--- config.mk ---
export PLATFORM = sky130hd
export DESIGN_NAME = mem_cache_dm
export DESIGN_NICKNAME = d
export VERILOG_FILES = /design/src/rtl/mem_cache_dm.sv
export SDC_FILE = /design/constraint.sdc
export NUM_CORES = 1
export LEC_CHECK = 0
export BUFFER_PORTS_ARGS = -buffer_cell sky130_fd_sc_hd__buf_4
export CORE_UTILIZATION = 55
export DETAILED_ROUTE_END_ITERATION = 8
export PLACE_DENSITY = 0.79
export SETUP_SLACK_MARGIN = 0.4
export SYNTH_ARGS = -nofsm -noshare
export SYNTH_HDL_FRONTEND = slang
export SYNTH_SLANG_ARGS = --single-unit
--- constraint.sdc ---
create_clock -name clk -period 18.6 [get_ports clk]
set_input_delay 5.58 -clock clk [delete_from_list [all_inputs] [get_ports clk]]
set_output_delay 5.58 -clock clk [all_outputs]
set_load 0.02 [all_outputs]
--- src/rtl/mem_cache_dm.sv ---
// Direct-mapped, write-through, no-write-allocate data cache with one-word lines.
// Core and memory sides both use the rd_req/wr_req pulse plus busy/ack handshake.
module mem_cache_dm #(
    parameter int addr_width = 32,
    parameter int data_width = 32,
    parameter int num_lines  = 16
) (
    input  logic                  clk,
    input  logic                  rst,
    input  logic                  core_rd_req,
    input  logic                  core_wr_req,
    input  logic [addr_width-1:0] core_addr,
    input  logic [data_width-1:0] core_wr_data,
    output logic [data_width-1:0] core_rd_data,
    output logic                  core_busy,
    output logic                  core_ack,
    output logic                  mem_rd_req,
    output logic                  mem_wr_req,
    output logic [addr_width-1:0] mem_addr,
    output logic [data_width-1:0] mem_wr_data,
    input  logic [data_width-1:0] mem_rd_data,
    input  logic                  mem_ack,
    input  logic                  flush,
    output logic [31:0]           hit_count,
    output logic [31:0]           miss_count
);

    localparam int idx_w = $clog2(num_lines);
    localparam int tag_w = addr_width - 2 - idx_w;

    typedef enum logic [1:0] {IDLE, RD_WAIT, WR_WAIT} state_t;

    state_t state, state_d;

    logic [num_lines-1:0]  valid;
    logic [tag_w-1:0]      tag_mem  [num_lines];
    logic [data_width-1:0] data_mem [num_lines];

    logic [idx_w-1:0] req_idx, fill_idx, line_idx;
    logic [tag_w-1:0] req_tag, fill_tag, line_tag;
    logic [data_width-1:0] line_data;
    logic line_we, line_fill, lookup_hit;

    logic                  core_ack_d, core_busy_d, mem_rd_req_d, mem_wr_req_d;
    logic [data_width-1:0] core_rd_data_d, mem_wr_data_d;
    logic [addr_width-1:0] mem_addr_d;
    logic [31:0]           hit_count_d, miss_count_d;

    assign req_idx  = core_addr[idx_w+1:2];
    assign req_tag  = core_addr[addr_width-1:idx_w+2];
    // mem_addr holds the outstanding miss address, so it also locates the line to fill.
    assign fill_idx = mem_addr[idx_w+1:2];
    assign fill_tag = mem_addr[addr_width-1:idx_w+2];

    // A flush in the same cycle as a lookup forces that lookup to miss.
    assign lookup_hit = valid[req_idx] && (tag_mem[req_idx] == req_tag) && !flush;

    always_comb begin
        // NOTE: every signal gets a default first so no path leaves it unassigned (no latches).
        state_d        = state;
        core_ack_d     = 1'b0;
        core_rd_data_d = '0;
        core_busy_d    = core_busy;
        mem_rd_req_d   = 1'b0;
        mem_wr_req_d   = 1'b0;
        mem_addr_d     = mem_addr;
        mem_wr_data_d  = mem_wr_data;
        hit_count_d    = hit_count;
        miss_count_d   = miss_count;
        line_we        = 1'b0;
        line_fill      = 1'b0;
        line_idx       = req_idx;
        line_tag       = req_tag;
        line_data      = core_wr_data;

        unique case (state)
            IDLE: begin
                if (core_wr_req) begin
                    mem_wr_req_d  = 1'b1;
                    mem_addr_d    = core_addr;
                    mem_wr_data_d = core_wr_data;
                    core_busy_d   = 1'b1;
                    line_we       = lookup_hit;
                    state_d       = WR_WAIT;
                end else if (core_rd_req) begin
                    if (lookup_hit) begin
                        core_ack_d     = 1'b1;
                        core_rd_data_d = data_mem[req_idx];
                        hit_count_d    = hit_count + 32'd1;
                    end else begin
                        mem_rd_req_d = 1'b1;
                        mem_addr_d   = core_addr;
                        core_busy_d  = 1'b1;
                        miss_count_d = miss_count + 32'd1;
                        state_d      = RD_WAIT;
                    end
                end
            end
            RD_WAIT: begin
                if (mem_ack) begin
                    line_we        = 1'b1;
                    line_fill      = 1'b1;
                    line_idx       = fill_idx;
                    line_tag       = fill_tag;
                    line_data      = mem_rd_data;
                    core_ack_d     = 1'b1;
                    core_rd_data_d = mem_rd_data;
                    core_busy_d    = 1'b0;
                    state_d        = IDLE;
                end
            end
            WR_WAIT: begin
                if (mem_ack) begin
                    core_ack_d  = 1'b1;
                    core_busy_d = 1'b0;
                    state_d     = IDLE;
                end
            end
            default: state_d = IDLE;
        endcase
    end

    always_ff @(posedge clk or negedge rst) begin
        if (!rst) begin
            state        <= IDLE;
            core_ack     <= 1'b0;
            core_rd_data <= '0;
            core_busy    <= 1'b0;
            mem_rd_req   <= 1'b0;
            mem_wr_req   <= 1'b0;
            mem_addr     <= '0;
            mem_wr_data  <= '0;
            hit_count    <= '0;
            miss_count   <= '0;
        end else begin
            state        <= state_d;
            core_ack     <= core_ack_d;
            core_rd_data <= core_rd_data_d;
            core_busy    <= core_busy_d;
            mem_rd_req   <= mem_rd_req_d;
            mem_wr_req   <= mem_wr_req_d;
            mem_addr     <= mem_addr_d;
            mem_wr_data  <= mem_wr_data_d;
            hit_count    <= hit_count_d;
            miss_count   <= miss_count_d;
        end
    end

    // The fill is applied after the flush clear, so a coinciding fill leaves its line valid.
    always_ff @(posedge clk or negedge rst) begin
        if (!rst) begin
            valid <= '0;
        end else begin
            if (flush)
                valid <= '0;
            if (line_fill)
                valid[line_idx] <= 1'b1;
        end
    end

    // NOTE: tag/data arrays carry no reset; the valid bits alone decide whether their contents count.
    always_ff @(posedge clk) begin
        if (line_we) begin
            tag_mem[line_idx]  <= line_tag;
            data_mem[line_idx] <= line_data;
        end
    end

endmodule
## Word level (Yosys, flattened, before mapping)

Memories as Yosys holds them, arrays and structs flattened.
Index checks and enable logic that the tools add are counted.

| operators by class | value |
|---|---|
| reductions and logical operators | 14 |
| add/sub/neg operators | 2 |
| bitwise operators | 3 |
| order comparisons | 3 |
| eq/ne operators | 7 |
| multiplexer cells | 46 |

Operators by type and width:

| kind | number |
|---|---|
| $mux 32 | 9 |
| $add 32x1->32 const B | 2 |
| $pmux 32 s2 | 1 |
| $mux 26 | 2 |
| $mux 16 | 2 |
| $eq 26x26->1 | 1 |
| $mux 1 | 20 |
| $or 16x16->16 | 1 |
| $reduce_and 4->1 | 3 |
| $lt 4x5->1 const B | 2 |
| $mux 2 | 4 |
| $mux 4 | 2 |
| $ne 3x3->1 const B | 2 |
| $pmux 1 s2 | 3 |
| $reduce_and 3->1 | 2 |
| $bmux 1 s4 | 1 |
| $demux 1 s4 | 1 |
| $ge 4x1->1 const B | 1 |
| $pmux 2 s2 | 1 |
| $reduce_bool 2->1 | 2 |
| $logic_and 1x1->1 | 3 |
| $eq 2x1->1 const B | 1 |
| $eq 2x2->1 const B | 1 |
| $logic_not 2->1 | 1 |
| 6 further kinds | 7 |

| word-level totals | value |
|---|---|
| logic and storage cells | 88 |
| output and inout bits | 164 |
| bits in registers | 182 |
| input port bits | 102 |
| memories | 2 |
| RAM bits | 928 |

Memory list:

| memory | words | bits a word | rd ports | clocked after memory_dff | wr ports | line | RTL |
|---|---|---|---|---|---|---|---|
| data_mem | 16 | 32 | 1 | 0 | 1 | 37 | `logic [data_width-1:0] data_mem [num_lines];` |
| tag_mem | 16 | 26 | 1 | 0 | 1 | 36 | `logic [tag_w-1:0] tag_mem [num_lines];` |

## Depth between registers and ports, before layout

| logic depth | value |
|---|---|
| depth after elaboration | 8 |
| depth in mapped cells | 16 |
| mapped depth without buffers | 9 |

## Worst setup path after synthesis

OpenSTA, ideal clock, no wires.

| path | value |
|---|---|
| path type | input -> register |
| start point | input port core_addr[4] |
| end point | memory data_mem[10][0] (enable) |
| library setup time | 0.545 ns |
| buffers on the path | 4 |
| setup slack | 5.977 ns |
| cell stages on the path | 13 |
| data arrival time | 12.078 ns |
| required time | 18.055 ns |
| cell sequence | buf_6 -> buf_2 -> buf_2 -> mux4_2 -> mux2_2 -> or3_1 -> a31oi_1 -> nand2_1 -> nor4_1 -> and4_1 -> buf_2 -> a22oi_1 -> nor3_1 |

| on the way | value |
|---|---|
| cells in the longest elaborated chain, start to end | 8 |
| elaborated cells on any way between the ends | 12 |
| those cells by class | eq/ne: 1; mux: 8; reduce/logical: 2; memory: 1 |

RTL lines:

| item | line | RTL |
|---|---|---|
| start, declared | 12 | `input logic [addr_width-1:0] core_addr,` |
| $mem_v2 16x26 or $bmux 1 s4 (tied branches) | -- |  |
| $eq 26x26->1 or $mux 1 (tied branches) | 56 | `assign lookup_hit = valid[req_idx] && (tag_mem[req_idx] == req_tag) && !flush;` |
| $logic_and 1x1->1 (2 in series) | 56 |  |
| $mux 1 | 78 | `if (core_wr_req) begin` |
| $pmux 1 s2 | 76 | `unique case (state)` |
| $mux 1 | 163 | `if (line_we) begin` |
| $mux 1 (implied by the code) | 165 | `data_mem[line_idx] <= line_data;` |
| end, declared | 37 |  |

Parallel ways exist; a longest one is shown, timed or not. The select of a mux whose other input is x is not followed.

## Worst setup path after layout

| path | value |
|---|---|
| start point | input port core_addr[2] |
| end point | memory tag_mem[7][10] (netlist bit) (enable) |

| on the way | value |
|---|---|
| cells in the longest elaborated chain, start to end | 8 |
| elaborated cells on any way between the ends | 12 |
| those cells by class | eq/ne: 1; mux: 8; reduce/logical: 2; memory: 1 |

RTL lines:

| item | line | RTL |
|---|---|---|
| $mem_v2 16x26 or $bmux 1 s4 (tied branches) | -- |  |
| $eq 26x26->1 or $mux 1 (tied branches) | 56 |  |
| $logic_and 1x1->1 (2 in series) | 56 |  |
| $mux 1 | 78 |  |
| $pmux 1 s2 | 76 |  |
| $mux 1 | 163 |  |
| $mux 1 (implied by the code) | 164 | `tag_mem[line_idx] <= line_tag;` |
| end, declared | 36 |  |

Parallel ways exist; a longest one is shown, timed or not. The select of a mux whose other input is x is not followed.

==> results by group <==
Run status
  – Status: completed

Timing
  – Period utilisation layout: 61.9%
  – Hold slack: between 0.4 and 0.5 ns
  – Slew HR: 17.3%
  – Fin Setup TNS: 0 ns
  – Max-slew violation count: 0
  – Minimum clock period after layout: roughly 12 ns
  – Maximum clock rate: between 80 and 90 MHz
  – Final hold violations: 0
  – Worst slew pin tran: 1.24 ns
  – Clock Skews: ~0.063 ns
  – Unrepaired setup endpoints after global routing: no
  – Setup-failing EPs final: 0

Yosys
  – Cell variety after synth: 60
  – Post-synthesis cell count: 2318
  – Post-synth top flop: edfxtp_1
  – Top-area cell type share of the netlist area: 63.2%
  – Synth top area cells: edfxtp_1 (63%), mux4_2 (13%), dfrtp_1 (10%)
  – Post-synthesis cell area: 0.0441 mm²
  – Post-synth EDFFs: 928
  – Synthesized area per cell: ~19 µm²
  – Number of synthesized register bits: 1110
  – Count leader, synth: edfxtp_1
  – Synth warn: 0
  – Seq/Total Area, Yosys: 73.5%
  – Net Count, Synth: between 2000 and 2500
  – Synth async-reset ratio: 16.4%
  – Synth area leader: edfxtp_1
  – Post-synth top cells: edfxtp_1 (928), mux4_2 (248), nand2_1 (209)

Clock network
  – H-tree depth: 3
  – Clk slew on worst S/H paths: 0.06 ns
  – Setup bufs post-CTS: 0
  – Clk_lat worst skew: approximately 0.7 ns
  – Post-CTS Resized: 0
  – Clock tree sinks: 1110
  – Clk root buf: clkbuf_16
  – Cts hold-fix bufs: 0
  – Total CTS buffers: between 100 and 150
  – Buffer depth of the longest clock path: 3
  – TritonCTS clock tree: done

Route
  – DRT iter0 DRCs: 2611
  – Mean routed wirelength per cell: about 28 µm
  – # DRC: 0
  – Drt via density: 6.34
  – Antenna Nets Post-Route: 0
  – Via count: between 20000 and 25000
  – DRT Pass-1 Iters: 5
  – WL final: 107 mm

Floorplanning
  – Starting Density: a little under three fifths
  – Core ar.: 0.0791 mm²
  – Cell Rows: 103
  – # IOs: ~270
  – Die Area: 0.0813 mm²
  – Die W: 285 µm
  – Die H: 285 µm

Worst setup path
  – Slowest cell on crit path: buf_4
  – Max incr delay on CP: just over 0.8 ns
  – Critical Setup Path Class: in2reg
  – Crit. End Element: flop
  – Crit start category: primary input
  – Crit-path cells: buf_8 -> buf_4 -> buf_4 -> mux4_2 -> mux2i_1 -> mux2i_1 -> xnor2_1 -> o2111ai_1 -> nor4_1 -> and4_1 -> buf_4 -> a31oi_1 -> nor2_4 -> buf_4
  – Most common cell type on the critical path: buf_4
  – Data required time of the worst path: roughly 19 ns
  – Critical Path AT: 11.77 ns
  – CP Max Fanout: 51

GRT
  – First-pass GRT wire length: 160 mm
  – Initial antenna violation count: 2
  – Pin count of the biggest net entering global routing: 136
  – GRT Residual Overflow: 0
  – Total track usage: 26.6%
  – Vias in the first global route: 24900

Job
  – Max Cap Viol: 0

Power
  – Leak: roughly 18 nW
  – Clock power frac: 36.9%
  – Int Power: 4.54 mW
  – Comb power frac: about 14%
  – Cell Pwr Density: 119 mW/mm²
  – Part of the power in registers: approximately half
  – P_sw: 1.54 mW
  – Total chip power: 6.08 mW
  – Sw frac: 25.4%
  – Peak VDD IR: 0.0877 mV

Final layout
  – Number of diodes: 0
  – Final #Nets: 2729
  – Fin util: 64.5%
  – Filler cells: roughly 5100
  – Layout cell share with drive strength beyond 1: 31.0%
  – Layout area overhead: 15.7%

Place
  – Detailed placer's ending HPWL: 58.0 mm
  – GPL Wtd Cong: 0.869
  – PortBufs: 265

Min path
  – Worst Hold Class: reg2reg
-- metrics by stage --
step	std cells	setup slack (ns)	instance area [µm²]
after floorplan	2318	5.98	44100
after global placement	3562	6.46	47400
after detailed placement	3562	6.33	47400
after CTS	3767	6.99	51000
after global routing	3767	6.65	51000
final	3767	7.09	51000
-- routing by layer --
| metal | share of wire [%] | vias to the layer above | routed length [µm] | global-route usage, % |
|---|---|---|---|---|
| met5 | 0 | - | 0 | 0 |
| li1 | - | 9807 | - | - |
| met1 | 36 | 12400 | 38800 | 34.6 |
| met4 | 3.4 | 0 | 3660 | 10.3 |
| met2 | 51 | 1405 | 55100 | 45.1 |
| met3 | 9.1 | 231 | 9760 | 4.58 |
-- flip-flops by register name, summed over array words and instances, names as in the netlist --
| name | count |
|---|---|
| data_mem | 512 |
| tag_mem | 416 |
| core_rd_data | 32 |
| hit_count | 32 |
| mem_addr | 32 |
| mem_wr_data | 32 |
| miss_count | 32 |
| valid | 16 |
| state | 2 |
| core_ack | 1 |
| core_busy | 1 |
| mem_rd_req | 1 |
| mem_wr_req | 1 |
-- layout make-up --
type | count | area [µm²] | share of cell area [%]
clock buffer | 143 | 2950 | 5.78
clock inverter | 62 | 721 | 1.41
inverter | 69 | 260 | 0.510
multi-input combinational | 1026 | 11000 | 21.6
sequential | 1110 | 32400 | 63.5
tap | 1050 | 1310 | 2.57
timing repair buffer | 307 | 2340 | 4.59
-- power groups by stage --
stage | sequential, mW | combinational, mW | clock (mW)
2_1_floorplan | 3.14 | 0.369 | 0
3_3_place_gp | 3.04 | 0.799 | 0
3_5_place_dp | 3.05 | 0.827 | 0
4_1_cts | 3.00 | 0.838 | 2.27
5_1_grt | 3.01 | 0.880 | 2.36
6_report | 3.00 | 0.835 | 2.24
-- cells in the final DEF, fill, tap and decap left out, drive strengths merged, types with 13 or more instances in the layout --
master and count:
nand2 209, nand3 23, mux4 249, mux2 85
nand4 21, inv 76, edfxtp 928, nor4 25
xor2 61, xnor2 24, dfrtp 182, o22ai 23
clkinv 37, clkbuf 145, buf 305, nor3 52
mux2i 80, o21ai 36, bufinv 13, nor2 30
-- worst paths after layout --
kind,startpoint,endpoint,slack [ns],cells after the start
setup reg to reg,tag_mem[3][19]$_DFFE_PP_,tag_mem[7][10]$_DFFE_PP_,13.53,11
setup / recovery,core_addr[2],tag_mem[7][10]$_DFFE_PP_,7.09,14
min in group asynchronous,rst,miss_count[0]$_DFFE_PN0P_,4.96,1
hold / removal,miss_count[31]$_DFFE_PN0P_,miss_count[31]$_DFFE_PN0P_,0.48,1
max in group asynchronous,rst,core_rd_data[8]$_DFF_PN0_,12.03,2
hold reg to reg,miss_count[31]$_DFFE_PN0P_,miss_count[31]$_DFFE_PN0P_,0.48,1
-- critical path, delay by kind of cell --
family	cells	cell delay [ns]
AO/OA/AOI/OAI	2	0.55
AND/OR/NAND/NOR	3	1.13
multiplexers	3	0.93
buffers and inverters	5	3.13
XOR/XNOR	1	0.28
-- cell families after synthesis --
logic type / after synthesis / synth area share (%)
buffers and inverters: 182 / 1.78
muxes: 414 / 16.7
xor gates and xnor gates: 85 / 1.69
adders and majority gates: 5 / 0.142
DFF: 1110 / 73.5
and+or+nand+nor: 416 / 4.63
AOI/OAI and AO/OA: 106 / 1.55
Power figures use the tool's default switching activity.
